--- config.mk ---
export PLATFORM = sky130hd
export DESIGN_NAME = regfile_scoreboard
export DESIGN_NICKNAME = d
export VERILOG_FILES = /design/src/rtl/regfile_scoreboard.sv
export SDC_FILE = /design/constraint.sdc
export NUM_CORES = 2
export LEC_CHECK = 0
export CAP_MARGIN = 15
export CORE_AREA = 3 3 232 405
export DETAILED_ROUTE_END_ITERATION = 8
export DIE_AREA = 0 0 235 408
export GPL_ROUTABILITY_DRIVEN = 0
export GPL_TIMING_DRIVEN = 0
export PLACE_DENSITY = 0.95
export SLEW_MARGIN = 20
export SYNTH_ARGS = -nofsm -noshare
export SYNTH_HDL_FRONTEND = slang
export SYNTH_SLANG_ARGS = --single-unit
--- constraint.sdc ---
create_clock -name clk -period 8.25 [get_ports clk]
set_input_delay 0.825 -clock clk [delete_from_list [all_inputs] [get_ports clk]]
set_output_delay 0.825 -clock clk [all_outputs]
set_load 0.01 [all_outputs]
--- src/rtl/regfile_scoreboard.sv ---
// regfile_scoreboard: 32 x DATA_W MIPS register file with write-back bypass
// plus a per-register pending-write scoreboard that generates the ID stall.
//
// Issue handshake: an instruction presented with issue_valid=1 is taken on the
// rising edge where stall=0. While stall=1 nothing is recorded for it and the
// producer must present it again on a later cycle. Write-back (wr_en) is never
// back-pressured.
module regfile_scoreboard #(
   parameter int DATA_W = 32,
   parameter int CNT_W  = 2
) (
   input  logic              clk,
   input  logic              rst,
   input  logic [4:0]        rs_addr,
   input  logic [4:0]        rt_addr,
   input  logic              rs_used,
   input  logic              rt_used,
   output logic [DATA_W-1:0] rd1_data,
   output logic [DATA_W-1:0] rd2_data,
   input  logic              wr_en,
   input  logic [4:0]        wr_addr,
   input  logic [DATA_W-1:0] wr_data,
   input  logic              issue_valid,
   input  logic              issue_wen,
   input  logic [4:0]        issue_dst,
   output logic              stall,
   output logic [31:0]       busy_mask,
   output logic              err_uflow
);

   localparam logic [CNT_W-1:0] CNT_MAX = '1;
   localparam logic [CNT_W-1:0] CNT_ONE = CNT_W'(1);

   logic [DATA_W-1:0] regs [32];
   logic [CNT_W-1:0]  cnt  [32];
   logic              err_q;

   logic        retire;
   logic        accept;
   logic        rs_ready;
   logic        rt_ready;
   logic        dst_full;
   logic [31:0] inc_vec;
   logic [31:0] dec_vec;

   assign err_uflow = err_q;

   // Hazard detection: a source is ready when nothing is pending on it, or
   // its last producer is writing back this very cycle (bypass covers it).
   always_comb begin
      retire   = wr_en && (wr_addr != 5'd0);
      rs_ready = (rs_addr == 5'd0) || (cnt[rs_addr] == '0) ||
                 (retire && (wr_addr == rs_addr) && (cnt[rs_addr] == CNT_ONE));
      rt_ready = (rt_addr == 5'd0) || (cnt[rt_addr] == '0) ||
                 (retire && (wr_addr == rt_addr) && (cnt[rt_addr] == CNT_ONE));
      dst_full = issue_wen && (issue_dst != 5'd0) && (cnt[issue_dst] == CNT_MAX) &&
                 !(retire && (wr_addr == issue_dst));
      stall    = issue_valid && ((rs_used && !rs_ready) || (rt_used && !rt_ready) || dst_full);
      accept   = issue_valid && issue_wen && (issue_dst != 5'd0) && !stall;
      inc_vec  = accept ? (32'd1 << issue_dst) : 32'd0;
      dec_vec  = retire ? (32'd1 << wr_addr) : 32'd0;
   end

   // Read ports: register 0 is hard zero, same-cycle write-back is forwarded.
   always_comb begin
      if (rs_addr == 5'd0)
         rd1_data = '0;
      else if (retire && (wr_addr == rs_addr))
         rd1_data = wr_data;
      else
         rd1_data = regs[rs_addr];

      if (rt_addr == 5'd0)
         rd2_data = '0;
      else if (retire && (wr_addr == rt_addr))
         rd2_data = wr_data;
      else
         rd2_data = regs[rt_addr];
   end

   // Busy mask reflects registered counters only; register 0 never pends.
   always_comb begin
      for (int i = 0; i < 32; i++)
         busy_mask[i] = (cnt[i] != '0);
      busy_mask[0] = 1'b0;
   end

   // Register write, pending-counter update and sticky underflow flag.
   always_ff @(posedge clk) begin
      if (rst) begin
         for (int i = 0; i < 32; i++) begin
            regs[i] <= '0;
            cnt[i]  <= '0;
         end
         err_q <= 1'b0;
      end else begin
         if (retire)
            regs[wr_addr] <= wr_data;
         for (int r = 1; r < 32; r++) begin
            case ({inc_vec[r], dec_vec[r]})
               2'b10: cnt[r] <= cnt[r] + CNT_ONE;
               2'b01: begin
                  if (cnt[r] == '0)
                     err_q <= 1'b1;
                  else
                     cnt[r] <= cnt[r] - CNT_ONE;
               end
               default: cnt[r] <= cnt[r];
            endcase
         end
      end
   end

endmodule
==> results of run 1 <==
-- cell families after synthesis --
logic type	Yosys count	share of synthesized area (%)
AND/OR/NAND/NOR	1479	13.9
multiplexers	714	24.6
other	1	0.00606
buffers and inverters	518	3.31
AO/OA/AOI/OAI	333	3.46
XOR/XNOR	45	0.637
flip-flops	1087	52.8
adder cells (fa/ha/maj)	63	1.27
-- per-layer routing --
layer	GRT usage [%]	overflow
met1	64.3	19
met2	85.1	120
met3	55.0	17
met4	63.4	131
met5	25.3	2
-- metrics by stage --
step / util (%) / hold WS (ns) / std cells / area, um2 / worst slack [ns]
floorplan: - / 0.578 / 4272 / 62000 / 4.06
global placement: 71.5 / 0.655 / 5602 / 64900 / 1.76
CTS: 75.6 / 0.661 / 5795 / 68700 / 1.70
detailed placement: 72.1 / 0.652 / 5621 / 65500 / 1.92
==> impl_metrics.toml, run 1 <==
[cts]
cts_hold_buf = 0
cts_buffers = 93
cts.htree.levels = 3
clockBufferDepth = 3
post_cts_buffers = 0
cts.repair.resized = 0
cts_root_buf = "clkbuf_16"
cts.sinks = 1087

[yosys]
yosysMostFrequentCell = "edfxtp_1"
ys_async_sr_fraction_pct = 0
syn_area_per_cell_um2 = 14.6
synth.largest_area_cell = "edfxtp_1"
synth_commonest_cells = "edfxtp_1, and2_1, mux4_2"
synth_warnings = 0
synth_cell_types = 58
synth_top_cell_area_share_pct = 52.7
ys_top_cells_by_area = "edfxtp_1, mux4_2, and2_1, clkbuf_1, ha_1"
synthCells = 4240
ys_seq_area_share_pct = 52.8
synth_ff_type = "edfxtp_1"
synth_edf_count = 1086
ys_ff_latch = 1087
synth_area_um2 = 61900

[grt]
grt_first_pass_wirelength_um = 450000
grt_max_degree = 33
grt_usage_pct = 67.1
grt_pass1_vias = 55600
overflow = 289

[floorplan]
die_height_um = 408
rows = 146
die_w_um = 235
pin_count = 157
start_util_pct = 68.1

[placement]
port_buffers = 146
dp_hpwl_um = 187000

[status]
haltStage = "global routing (5_1_grt)"
status = "aborted with a tool error"
stop_error = "[ERROR GRT-0116] Global routing finished with congestion. Check the congestion regions in the DRC Viewer."
==> run 2: changes to the inputs <==
CORE_AREA = 3 3 398 400   (was 3 3 232 405)
DIE_AREA = 0 0 401 403   (was 0 0 235 408)
PLACE_DENSITY = unset   (was 0.95)
PLACE_DENSITY_LB_ADDON = 0.15   (was unset)
==> run 2 against run 1 <==
The run now ends clean. Synthesized cell count stayed put. Area after synthesis stayed put.
==> impl_metrics.toml, run 2 <==
[final_layout]
drive_gt1_share_pct = 21.8
area_delta_synth_final_pct = 13.8
register_area_um2 = 32600
final_area_um2 = 70400
final-instance-count-excl-fill = 6716
multi_input_area_um2 = 27500
regMostFlops = "regs"
largest_register_ffs = 1024
most-common-layout-cells = "edfxtp_1, and2_1, mux4_2"
final_common_cell = "edfxtp_1"
final.fill_count = 14000
fin_util_pct = 45.2
final_nets = 4676

[worst_setup_path]
cp_top_family = "buffers and inverters"
r2r_cells = 13
critPathMaxFanout = 10
crit_arrival_ns = 6.07
start_kind = "input port"
crit_chain = "buf_2 > buf_2 > buf_2 > buf_2 > clkbuf_1 > a211oi_1 > a211oi_1 > a21oi_1 > a211oi_1 > clkdlybuf4s50_1"
timing.rr.start = "cnt[16][1]$_SDFFCE_PP0P_"
crit_top_cell = "buf_2"
end_kind = "output pin"
required_ns = 7.42
path_buf_inv = 6
r2r_slack_ns = 3.41
cp_slowest_cell = "a211oi_1"
worstSetupPathType = "input port to output pin"
slowest_delay_ns = 1.10
timing.rr.end = "err_uflow$_SDFF_PP0_"

[sta]
finalSetupTns_ns = 0
tightest_slew_ns = 1.32
fin_crit_sh_pct = 83.6
finalSetupViolCount = 0
whs_ns = 0.676
rsz0062_at_grt = "false"
finalCriticalPeriod_ns = 6.90
worst_slack_ns = 1.35
finClkSkew_ns = 0.0744
max_slew_margin_pct = 11.8
fmax_mhz = 145
hold_violations = 0
drv_slew = 0

[yosys]
ys_seq_area_share_pct = 52.8
synth_ff_type = "edfxtp_1"
syn_area_per_cell_um2 = 14.6
synth_warnings = 0
ys_top_cells_by_area = "edfxtp_1, mux4_2, and2_1, clkbuf_1, ha_1"
synth_commonest_cells = "edfxtp_1, and2_1, mux4_2"
synth_cell_types = 58
yosysMostFrequentCell = "edfxtp_1"
synth_top_cell_area_share_pct = 52.7
ys_ff_latch = 1087
synth_edf_count = 1086
ys_async_sr_fraction_pct = 0
synthCells = 4240
synth_area_um2 = 61900
synth.largest_area_cell = "edfxtp_1"

[min_path]
min-delay-start = "cnt[17][0]$_DFFE_PP_"
whs_path_depth = 1
worstHoldPathType = "register to register"
min_to = "cnt[17][0]$_DFFE_PP_"

[power_and_ir_drop]
pwr-share-clk_pct = 37.8
p_comb_share_pct = 16.5
p_int_mw = 10.4
powerDensity_nw_per_um2 = 205
power.total_mw = 14.4
power.share.sequential_pct = 45.7
ir_drop_uv = 175
p_leak_nw = 23.8
power.switching_mw = 4.06
switching_share_pct = 28.1

[cts]
cts_hold_buf = 0
cts.htree.levels = 3
clockBufferDepth = 3
insertion_delay_ns = 0.77
cts.sinks = 1087
cts_root_buf = "clkbuf_16"
cts.repair.resized = 0
clkSlewWorstSetupHoldPaths_ns = 0.06
post_cts_buffers = 0
cts_tree = "yes"
cts_buffers = 120

[drt]
drt_pre_antenna_iters = 7
wire_per_inst_um = 38.6
drt_drc_violations_left = 0
ant_nets = 0
routed_wirelength_um = 259000
vias = 42900
viasPerCell = 6.40
drtIter0Drc = 6794

[grt]
grt_usage_pct = 31.6
grt_pass1_vias = 40700
antenna_found_initial = 32
grt_first_pass_wirelength_um = 346000
overflow = 0
grt_max_degree = 33

[flow_run]
cap_viol_max_count = 0

[floorplan]
rows = 145
start_util_pct = 39.7
core_um2 = 156000
die_height_um = 403
die-area_um2 = 162000
pin_count = 157
die_w_um = 401

[placement]
dp_cells = 6489
port_buffers = 146
dp_slack_ns = 1.61
postPlaceCellArea_um2 = 66400
dp_hpwl_um = 196000

[status]
status = "finished, final reports clean"
==> run 2: cell counts after synthesis <==
Identical to the previous run, type by type.
==> run 2: routing by layer <==
metal | vias up | part of all wire, % | GRT usage (%)
li1 | 16900 | - | -
met1 | 22600 | 39 | 44.5
met2 | 2998 | 43 | 45.7
met3 | 453 | 14 | 11.1
met4 | 8 | 3.8 | 10.5
met5 | - | 0.054 | 0.446
==> run 2: cell type report <==
| class | count | area share (%) |
|---|---|---|
| sequential | 1087 | 46.4 |
| antenna | 5 | 0.0178 |
| multi-input combinational | 2667 | 39.0 |
| inverter | 70 | 0.373 |
| clock buffer | 145 | 4.46 |
| timing repair buffer | 160 | 2.42 |
| clock inverter | 76 | 1.03 |
| buffer | 448 | 2.63 |
| tap | 2058 | 3.66 |
==> run 2: logic make-up (layout without fill, tap and decap cells) <==
kind of cell | Yosys count | count (layout) | synth area share, %
AOI/OAI and AO/OA | 333 | 333 | 3.46
DFF | 1087 | 1087 | 52.8
muxes | 714 | 714 | 24.6
buffers and inverters | 518 | 899 | 3.31
and+or+nand+nor | 1479 | 1479 | 13.9
xor gates and xnor gates | 45 | 45 | 0.637
other | 1 | 38 | 0.00606
adders and majority gates | 63 | 63 | 1.27
==> run 2: worst max path at each step <==
stage	from	end	slack (ns)	cells past startpoint
after floorplan	rt_addr[1]	err_uflow$_SDFF_PP0_	4.06	16
after global placement	wr_addr[4]	err_uflow$_SDFF_PP0_	0.21	14
after detailed placement	rt_addr[2]	rd2_data[31]	1.61	10
after CTS	rt_addr[2]	rd2_data[31]	1.58	10
after global routing	wr_addr[4]	rd2_data[6]	1.34	10
final	rt_addr[2]	rd2_data[0]	1.35	10
==> run 2: power groups by stage <==
stage	sequential, mW	combinational, mW	clock (mW)
after floorplan	6.62	1.21	0
after global placement	6.69	2.26	0
after detailed placement	6.70	2.28	0
after CTS	6.58	2.29	5.45
after global routing	6.62	2.42	5.67
final	6.59	2.38	5.45
==> run 2: worst reg2reg max path: cells and delay by family (launching register included) <==
family          cells  cell delay (ns)
buf+inv             1             0.32
flops               1             0.54
mux                 1             0.51
compound gates      4             1.34
fa+ha+maj           1             0.29
simple gates        6             1.67
Power figures use the tool's default switching activity.
